**config.mk**
```make
export PLATFORM = sky130hd
export DESIGN_NAME = mag_peak_detect
export DESIGN_NICKNAME = d
export VERILOG_FILES = /design/src/rtl/mag_peak_pkg.sv /design/src/rtl/mag_peak_result_reg.sv /design/src/rtl/mag_peak_detect.sv
export SDC_FILE = /design/constraint.sdc
export NUM_CORES = 1
export LEC_CHECK = 0
export CORE_ASPECT_RATIO = 0.5
export CORE_MARGIN = 8
export CORE_UTILIZATION = 60
export CTS_CLUSTER_DIAMETER = 100
export DETAILED_ROUTE_END_ITERATION = 10
export PLACE_DENSITY = 0.85
export RECOVER_POWER = 50
export SYNTH_ARGS = -nofsm -noshare
export SYNTH_HDL_FRONTEND = slang
export SYNTH_SLANG_ARGS = --single-unit
```
**constraint.sdc**
```tcl
create_clock -name clk -period 5.3 [get_ports clk]
set_clock_uncertainty 0.15 [all_clocks]
set_input_delay 1.325 -clock clk [delete_from_list [all_inputs] [get_ports clk]]
set_output_delay 1.325 -clock clk [all_outputs]
set_load 0.02 [all_outputs]
```
**src/rtl/mag_peak_pkg.sv**
```systemverilog
// ---------------------------------------------------------------------------
// mag_peak_pkg
//   Shared definitions for the per-frame magnitude peak detector:
//     - state_t   : control FSM states
//     - FLG_*     : bit positions inside the 3-bit result flags word
//     - sat_inc   : saturating increment used by the bin/above counters
// ---------------------------------------------------------------------------
package mag_peak_pkg;

    typedef enum logic {
        IDLE = 1'b0,
        ACC  = 1'b1
    } state_t;

    localparam int FLAG_W   = 3;
    localparam int FLG_OVF  = 0;
    localparam int FLG_SAT  = 1;
    localparam int FLG_DROP = 2;

    // The function works on a fixed 32-bit container; callers size-cast
    // their counters in and out. Counters wider than 32 bits are not supported.
    localparam int SAT_W = 32;

    function automatic logic [SAT_W-1:0] sat_inc(input logic [SAT_W-1:0] val,
                                                 input logic [SAT_W-1:0] max_val);
        if (val >= max_val) begin
            return max_val;
        end
        return val + SAT_W'(1);
    endfunction

endpackage

```
**src/rtl/mag_peak_result_reg.sv**
```systemverilog
// ---------------------------------------------------------------------------
// mag_peak_result_reg
//   Valid/ready holding register for one frame result, with drop detection.
//
//   Handshake: a result transfers on a rising edge where tvalid & tready are
//   both high. While tvalid & !tready the payload holds stable. A new load
//   always wins: it overwrites the held payload and keeps tvalid high. If the
//   held result was still pending (tvalid & !tready) at that load, the bit
//   at DROP_POS of the new payload is set to report the loss.
//
//   Ports:
//     clk, aresetn : clock, async active-low reset
//     load         : new result available this cycle
//     load_data    : payload to capture on load
//     data         : held payload
//     tvalid       : payload valid
//     tready       : downstream accepts payload
//     drop         : combinational, this load overwrites an unaccepted result
// ---------------------------------------------------------------------------
module mag_peak_result_reg #(
    parameter int W        = 8,
    parameter int DROP_POS = 0
) (
    input  logic         clk,
    input  logic         aresetn,
    input  logic         load,
    input  logic [W-1:0] load_data,
    output logic [W-1:0] data,
    output logic         tvalid,
    input  logic         tready,
    output logic         drop
);

    logic [W-1:0] data_q;
    logic         valid_q;

    assign drop = load & valid_q & ~tready;

    always_ff @(posedge clk or negedge aresetn) begin
        if (!aresetn) begin
            data_q  <= '0;
            valid_q <= 1'b0;
        end else if (load) begin
            data_q  <= load_data | (drop ? (W'(1) << DROP_POS) : '0);
            valid_q <= 1'b1;
        end else if (valid_q && tready) begin
            valid_q <= 1'b0;
        end
    end

    assign data   = data_q;
    assign tvalid = valid_q;

endmodule

```
**src/rtl/mag_peak_detect.sv**
```systemverilog
// ---------------------------------------------------------------------------
// mag_peak_detect
//   Per-frame peak search on a squared-magnitude stream. For every frame
//   (terminated by mag_tlast) it reports the peak value, the bin of its first
//   occurrence, the number of samples strictly above a per-frame threshold,
//   the frame length and status flags through a valid/ready result register.
//
//   Ports:
//     clk, aresetn          : clock, async active-low reset
//     mag_tdata/overflow/
//     mag_tvalid/mag_tlast  : input sample stream (no backpressure)
//     threshold             : detection threshold, captured on first sample
//     peak_tdata            : peak of reported frame
//     peak_index            : bin of first peak occurrence
//     above_count           : samples > captured threshold (saturating)
//     frame_len             : samples in frame (saturating)
//     flags                 : [0] overflow seen, [1] length saturated,
//                             [2] previous result dropped
//     peak_tvalid/tready    : result handshake
//     dbg_state             : control FSM state
// ---------------------------------------------------------------------------
module mag_peak_detect
    import mag_peak_pkg::*;
#(
    parameter int DATA_LEN  = 64,
    parameter int INDEX_LEN = 16
) (
    input  logic                 clk,
    input  logic                 aresetn,
    input  logic [DATA_LEN-1:0]  mag_tdata,
    input  logic                 mag_overflow,
    input  logic                 mag_tvalid,
    input  logic                 mag_tlast,
    input  logic [DATA_LEN-1:0]  threshold,
    output logic [DATA_LEN-1:0]  peak_tdata,
    output logic [INDEX_LEN-1:0] peak_index,
    output logic [INDEX_LEN-1:0] above_count,
    output logic [INDEX_LEN-1:0] frame_len,
    output logic [FLAG_W-1:0]    flags,
    output logic                 peak_tvalid,
    input  logic                 peak_tready,
    output state_t               dbg_state
);

    localparam logic [INDEX_LEN-1:0] IDX_MAX = '1;
    localparam int PAY_W    = DATA_LEN + 3 * INDEX_LEN + FLAG_W;
    localparam int DROP_POS = DATA_LEN + 3 * INDEX_LEN + FLG_DROP;

    state_t                state_q, state_n;
    logic [DATA_LEN-1:0]   peak_q, peak_n;
    logic [DATA_LEN-1:0]   thr_q, thr_n;
    logic [INDEX_LEN-1:0]  idx_q, idx_n;
    logic [INDEX_LEN-1:0]  cnt_q, cnt_n;
    logic [INDEX_LEN-1:0]  above_q, above_n;
    logic                  ovf_q, ovf_n;
    logic                  sat_q, sat_n;
    logic                  done;

    // An overflowed sample is treated as saturated for every comparison.
    logic [DATA_LEN-1:0]   eff;
    assign eff = mag_overflow ? '1 : mag_tdata;

    // ---------------- state / accumulator registers ----------------
    always_ff @(posedge clk or negedge aresetn) begin
        if (!aresetn) begin
            state_q <= IDLE;
            peak_q  <= '0;
            thr_q   <= '0;
            idx_q   <= '0;
            cnt_q   <= '0;
            above_q <= '0;
            ovf_q   <= 1'b0;
            sat_q   <= 1'b0;
        end else begin
            state_q <= state_n;
            peak_q  <= peak_n;
            thr_q   <= thr_n;
            idx_q   <= idx_n;
            cnt_q   <= cnt_n;
            above_q <= above_n;
            ovf_q   <= ovf_n;
            sat_q   <= sat_n;
        end
    end

    // ---------------- next-state / datapath ----------------
    // The *_n values are the frame totals including the current sample, so
    // on the tlast sample they are loaded straight into the result register.
    always_comb begin
        state_n = state_q;
        peak_n  = peak_q;
        thr_n   = thr_q;
        idx_n   = idx_q;
        cnt_n   = cnt_q;
        above_n = above_q;
        ovf_n   = ovf_q;
        sat_n   = sat_q;
        done    = 1'b0;

        case (state_q)
            IDLE: begin
                if (mag_tvalid) begin
                    // First sample: compare against the live threshold input,
                    // which is also what gets captured for the rest of the frame.
                    peak_n  = eff;
                    idx_n   = '0;
                    cnt_n   = INDEX_LEN'(1);
                    above_n = (eff > threshold) ? INDEX_LEN'(1) : '0;
                    thr_n   = threshold;
                    ovf_n   = mag_overflow;
                    sat_n   = 1'b0;
                    if (mag_tlast) begin
                        done = 1'b1;
                    end else begin
                        state_n = ACC;
                    end
                end
            end

            ACC: begin
                if (mag_tvalid) begin
                    // cnt_q is the number of samples so far, i.e. this sample's bin.
                    if (eff > peak_q) begin
                        peak_n = eff;
                        idx_n  = cnt_q;
                    end
                    cnt_n = INDEX_LEN'(sat_inc(SAT_W'(cnt_q), SAT_W'(IDX_MAX)));
                    sat_n = sat_q | (cnt_q == IDX_MAX);
                    if (eff > thr_q) begin
                        above_n = INDEX_LEN'(sat_inc(SAT_W'(above_q), SAT_W'(IDX_MAX)));
                    end
                    ovf_n = ovf_q | mag_overflow;
                    if (mag_tlast) begin
                        done    = 1'b1;
                        state_n = IDLE;
                    end
                end
            end

            default: state_n = IDLE;
        endcase
    end

    // ---------------- result register ----------------
    logic [FLAG_W-1:0] flg_n;
    always_comb begin
        flg_n          = '0;
        flg_n[FLG_OVF] = ovf_n;
        flg_n[FLG_SAT] = sat_n;
    end

    logic [PAY_W-1:0] pay_in, pay_out;
    logic             drop_unused;

    assign pay_in = {flg_n, cnt_n, above_n, idx_n, peak_n};

    mag_peak_result_reg #(
        .W        (PAY_W),
        .DROP_POS (DROP_POS)
    ) u_result (
        .clk       (clk),
        .aresetn   (aresetn),
        .load      (done),
        .load_data (pay_in),
        .data      (pay_out),
        .tvalid    (peak_tvalid),
        .tready    (peak_tready),
        .drop      (drop_unused)
    );

    assign {flags, frame_len, above_count, peak_index, peak_tdata} = pay_out;
    assign dbg_state = state_q;

endmodule

```
After elaboration in Yosys (flattened, before gate mapping)
Index checks and enable logic that the tools add are counted.
Widths: inputs -> output; s select.
{"block": "totals", "regBits": 295}
{"block": "op_classes", "addsub": 2, "magnitude_cmp": 5, "eq_ne": 1, "muxes": 43, "n_bitwise": 7, "n_reduce_logical": 3}
{"operator": "$mux 64", "count": 4}
{"operator": "$gt 64x64->1", "count": 3}
{"operator": "$mux 16", "count": 12}
{"operator": "$pmux 64 s2", "count": 1}
{"operator": "$mux 115", "count": 1}
{"operator": "$or 114x115->115", "count": 1}
{"operator": "$pmux 16 s2", "count": 3}
{"operator": "$add 16x1->16 const B", "count": 2}
{"operator": "$ge 16x16->1 const B", "count": 2}
{"operator": "$mux 1", "count": 19}
{"operator": "$eq 16x16->1 const B", "count": 1}
{"operator": "$pmux 1 s2", "count": 3}
{"operator": "$and 1x1->1", "count": 2}
{"operator": "$not 1->1", "count": 2}
{"operator": "$or 1x1->1", "count": 2}
{"operator": "$reduce_and 2->1", "count": 1}
{"operator": "$reduce_bool 2->1", "count": 1}
{"operator": "$logic_and 1x1->1", "count": 1}

Logic depth before layout (Yosys ltp)
{"block": "depth", "ltp_word": 10, "mapped_depth": 15, "depth_no_buf": 10}

Hierarchy
A second synthesis with hierarchy kept.
{"block": "unflattened", "hier_cells": 2043, "area_unflattened_um2": 19044.5}
{"module": "mag_peak_detect", "n_inst": 1, "cells_per_inst": 1793, "area_each_um2": 14629.0, "seq_area_each_um2": 4479.3}
{"module": "mag_peak_result_reg", "n_inst": 1, "cells_per_inst": 250, "area_each_um2": 4415.5, "seq_area_each_um2": 2902.8}

Least setup slack after synthesis
Ideal clock, no wire load.
{"block": "synth_timing", "path_type": "input -> register", "start": "in mag_overflow", "end": "reg above_q[12]", "setup_time_ps": 122, "t_arrival_ps": 4124, "required_ps": 5028, "slack_ps": 904, "cell_stages": 12, "n_path_buf": 2, "path_cell_list": "clkbuf_1 -> clkbuf_1 -> or2_2 -> ha_1 -> nand4_2 -> nor4_4 -> nand4_2 -> a31oi_1 -> a2111oi_2 -> a21bo_4 -> or3_1 -> a32o_1"}
{"block": "synth_via", "elab_chain_len": 5}
{"element": "from (decl)", "line_no": "mag_peak_detect.sv:31", "rtl": "input logic mag_overflow,"}
{"element": "$mux 64", "line_no": "mag_peak_detect.sv:61", "rtl": "assign eff = mag_overflow ? '1 : mag_tdata;"}
{"element": "$gt 64x64->1", "line_no": "mag_peak_detect.sv:129", "rtl": "if (eff > thr_q) begin"}
{"element": "$mux 16", "line_no": "mag_peak_detect.sv:129"}
{"element": "$mux 16", "line_no": "mag_peak_detect.sv:121", "rtl": "if (mag_tvalid) begin"}
{"element": "$pmux 16 s2", "line_no": "mag_peak_detect.sv:100", "rtl": "case (state_q)"}
{"element": "via above_n[12]", "line_no": "mag_peak_detect.sv:54", "rtl": "logic [INDEX_LEN-1:0] above_q, above_n;"}
{"element": "to (signal assigned)", "line_no": "mag_peak_detect.sv:80", "rtl": "above_q <= above_n;"}
{"element": "to (decl)", "line_no": "mag_peak_detect.sv:54"}
The timed path passes the listed nets, and every way through them passes these cells.
A chain may end at the register's enable or synchronous reset.

Final worst setup path
{"block": "layout_timing", "start": "in mag_overflow", "end": "reg above_q[1]"}
The elaborated chain is that of the path after synthesis.

==> impl.org <==
** Status
- Status :: finished, violations left
- The final reports fail on capacitance limit, slew limit.

** Die
- Row count :: 44
- For this configuration, the core starts out at a cell density of 61.0%.
- Measured along the x axis, the die boundary spans 259 µm.
- The floorplan step defined a die boundary enclosing 35600 µm².
- Total core area :: 29000 µm²
- During I/O placement, the number of pins put on the boundary was 251.
- Die Height :: 137 µm

** Clock tree
- Clock latency at the later pin of the worst-skew pair :: 0.56 ns
- After clock tree synthesis, the repair step resized 0 gates.
- Clock tree synthesis selected as its root buffer the cell sky130_fd_sc_hd__clkbuf_16.
- CTS tree :: yes
- Hold-fix buffers at CTS :: 0
- Clock sink total :: 295
- Inserted Clock Buffers :: 26
- The clock passes through at most 3 buffers.
- Clock-pin slew was measured on the worst setup and hold paths at 0.07 ns.
- H-tree levels :: 1
- Post-CTS repair timing setup buffer count :: 0

** Logic synthesis
- Synth async-reset ratio :: 100%
- Of the total synthesized cell area, the portion taken by AND, OR, NAND and NOR gates is 17.6%.
- After Yosys synthesis, XOR and XNOR cells account for 0.396% of the synthesized area.
- Combinational family with the most area after synthesis :: compound AO/OA/AOI/OAI gates
- The share of synthesized area in the top cell type comes to 41.7%.
- Fraction of synthesized area in multiplexers :: 1.03%
- Yosys instantiated no cell more often than sky130_fd_sc_hd__nand2_1.
- In the synthesized netlist the dominant register cell turns out to be sky130_fd_sc_hd__dfrtp_1.
- sky130_fd_sc_hd__dfrtp_1 takes more of the synthesized area than any other cell.
- Top cell types by occurrence after synthesis :: sky130_fd_sc_hd__nand2_1, sky130_fd_sc_hd__o21ai_0, sky130_fd_sc_hd__dfrtp_1
- Sequential-to-total area share from yosys stat :: 41.7%
- Mapped Area :: 17700 µm²
- Main area contributors after synthesis :: sky130_fd_sc_hd__dfrtp_1, sky130_fd_sc_hd__ha_1, sky130_fd_sc_hd__o21ai_0
- Post-Synthesis Net Count :: 2400
- Gate count of the mapped netlist :: 2072
- Number of enable flip-flop cells after synthesis :: 0
- The synthesized netlist contains 62 unique library cells.
- A synthesized cell averages 8.54 µm².
- The synthesized netlist devotes 13.7% of its cell area to adder and majority cells.
- After synthesis the netlist holds a flip-flop and latch count of 295.
- Yosys printed 0 warnings.
- Area fraction in compound gates after synthesis :: 18.5%

** Timing
- Setup repair after global routing left no endpoint under its margin.
- Adding up every negative setup slack in the final design gives 0 ns.
- The smallest clock period supported by the final layout is computed as 4.96 ns.
- Worst slew margin relative to its limit :: -51.5%
- Across all setup checks in the final design, the least slack found is 0.342 ns.
- The hold violation count in the final report is 0.
- Transition time at the pin with the least slew margin :: 2.27 ns
- Number of endpoints failing setup at the final stage :: 0
- The final max-slew violation count came to 185.
- After layout, the worst path uses 93.5% of the clock period.
- Static timing analysis puts the maximum clock frequency at 0.202 GHz.

** Pwr
- Fraction of power spent switching nets :: 36.7%
- Of the total power, combinational logic draws 37.1%.
- Total power divided by cell area :: 372 nW/µm²
- The share of total power dissipated in the clock network is 24.9%.
- Switching power total :: 0.00293 W
- For this design the static power due to leakage is 9.93 nW.
- Sequential power share :: 38.0%
- IR analysis of the VDD net gives a maximum drop of 0.000250 V.
- Internal power :: 0.00506 W

** Job
- Max-cap viol count :: 4

** Cells and area
- Sequential cell area :: 7380 µm²
- Antenna diode instance count :: 0
- Post-route cell area :: 21500 µm²
- Share of layout cells above drive strength 1 :: 7.03%
- In the final layout, the multi-input gates occupy 9100 µm².
- Fin nets :: 2613
- Area growth from synthesis to final layout :: 21.5%
- Number of fillers in the final layout :: 2153

** Critical path
- WP data required :: 5.58 ns
- Highest net fanout along the worst path :: 45
- Critical Path End Type :: flop
- Setup CP Type :: in2reg
- Data arrives at the worst endpoint at 5.24 ns.
- Startpoint Class :: primary input

** Place
- Port buffering added 250 buffers.
- Routability-driven placement finished with a final weighted congestion of 0.908.
- Dpl cell area :: 20700 µm²
- HPWL after detailed placement :: 37500 µm
- Pre-CTS setup slack :: -0.123 ns

** Global route
- In the global route stage, overall resource usage came out at 28.9%.
- Wire length of the first global-routing pass :: 83800 µm
- The total overflow left after global routing is 0.
- Maximum number of pins on one net before global-route repair :: 97
- The via count of the first global-routing pass came to 16.0k.
- Number of antenna violations at the first check in global routing :: 0

** Route
- The detail route stage leaves a number of antenna-violating nets equal to 0.
- Average detailed-routed wire length per instance :: 19.4 µm
- Post-Route WL :: 52300 µm
- The first detailed-routing pass ran for 6 iterations.
- Across all layers, the routed design uses 16.1k vias.
- In this run, the number of DRC markers left after iteration 0 of detailed routing was 1631.
- Using the TritonRoute via totals, the vias-per-cell ratio works out to 5.96.
- Detailed-route DRC error count :: 0

** Worst hold path
- Hold/Removal Path Class :: reg2reg
power by group through the flow:
stage / Sequential [W] / Combinational (W) / Clock (W)
6_report: 0.00303 / 0.00297 / 0.00199
5_1_grt: 0.00308 / 0.00328 / 0.00210
4_1_cts: 0.00302 / 0.00296 / 0.00201
3_5_place_dp: 0.00306 / 0.00292 / 0
3_3_place_gp: 0.00304 / 0.00283 / 0
2_1_floorplan: 0.00318 / 0.00164 / 0
state kept, by name, indices dropped and copies added (netlist names), named ones only:
signal,cells
ovf_q,1
u_result.data,115
sat_q,1
cnt_q,16
peak_q,64
thr_q,64
above_q,16
u_result.tvalid,1
idx_q,16
path summary, 6_finish.rpt:
check                                        start                 end  slack [ns]  cells after the start
worst min-delay path            u_result.data[100]  u_result.data[100]        0.32                      2
max in group asynchronous                  aresetn          peak_q[49]        1.30                      2
worst max-delay path                  mag_overflow          above_q[1]        0.34                     13
worst max register to register                flop   u_result.data[56]        1.15                      6
worst min register to register  u_result.data[100]  u_result.data[100]        0.32                      2
min in group asynchronous                  aresetn           thr_q[13]        1.30                      1
cell families after synthesis:
family | Yosys count
compound gates | 578
xor+xnor | 8
fa+ha+maj | 194
buf+inv | 316
flops | 295
mux | 18
simple gates | 663
routing by layer:
| layer | vias up | track usage [%] | routed length, µm |
|---|---|---|---|
| met2 | 600 | 50.1 | 25200 |
| met3 | 112 | 4.63 | 3680 |
| li1 | 7604 | - | - |
| met4 | 0 | 9.27 | 1710 |
| met5 | - | 0 | 0 |
| met1 | 7756 | 37.0 | 21800 |
layout make-up:
cell class / count / area share [%]
clock buffers: 35 / 3.38
inverters: 211 / 3.68
clock inverters: 12 / 0.640
multi-input cells: 1461 / 42.3
flip-flops and latches: 295 / 34.3
well taps: 391 / 2.28
repair buffers: 290 / 13.4
worst max-delay path, cell delays in order:
cell,delay (ns)
sky130_fd_sc_hd__buf_2,0.23
sky130_fd_sc_hd__buf_12,0.23
sky130_fd_sc_hd__or2_2,0.38
sky130_fd_sc_hd__ha_1,0.31
sky130_fd_sc_hd__a21oi_1,0.13
sky130_fd_sc_hd__o21ai_0,0.11
sky130_fd_sc_hd__a221oi_1,0.62
sky130_fd_sc_hd__a31oi_1,0.20
sky130_fd_sc_hd__a2111oi_2,0.70
sky130_fd_sc_hd__a21boi_1,0.25
sky130_fd_sc_hd__buf_12,0.23
sky130_fd_sc_hd__mux2_2,0.29
sky130_fd_sc_hd__a22o_1,0.19
placed cells by master, fill, tap and decap left out, types with 29 or more instances in the layout:
master / Yosys / layout
sky130_fd_sc_hd__nand4_1: 46 / 46
sky130_fd_sc_hd__dfrtp_1: 295 / 295
sky130_fd_sc_hd__nor2_1: 40 / 37
sky130_fd_sc_hd__o21ai_0: 326 / 326
sky130_fd_sc_hd__a21oi_1: 113 / 113
sky130_fd_sc_hd__nor3_1: 74 / 75
sky130_fd_sc_hd__nand2_1: 346 / 345
sky130_fd_sc_hd__inv_1: 210 / 210
sky130_fd_sc_hd__buf_4: 6 / 29
sky130_fd_sc_hd__nand3_1: 41 / 41
sky130_fd_sc_hd__clkdlybuf4s50_1: 0 / 224
sky130_fd_sc_hd__ha_1: 194 / 194
sky130_fd_sc_hd__or2_2: 65 / 65
per-stage QoR:
stage | hold slack, ns | instances | utilization (%) | total power, W
2_1_floorplan | 0.300 | 2072 | - | 0.00482
3_3_place_gp | 0.306 | 2648 | 71.3 | 0.00587
3_5_place_dp | 0.307 | 2648 | 71.3 | 0.00598
4_1_cts | 0.323 | 2695 | 74.2 | 0.00798
5_1_grt | 0.347 | 2695 | 74.1 | 0.00846
6_report | 0.321 | 2695 | 74.1 | 0.00799
No activity file was read; power rests on OpenSTA's default activity.
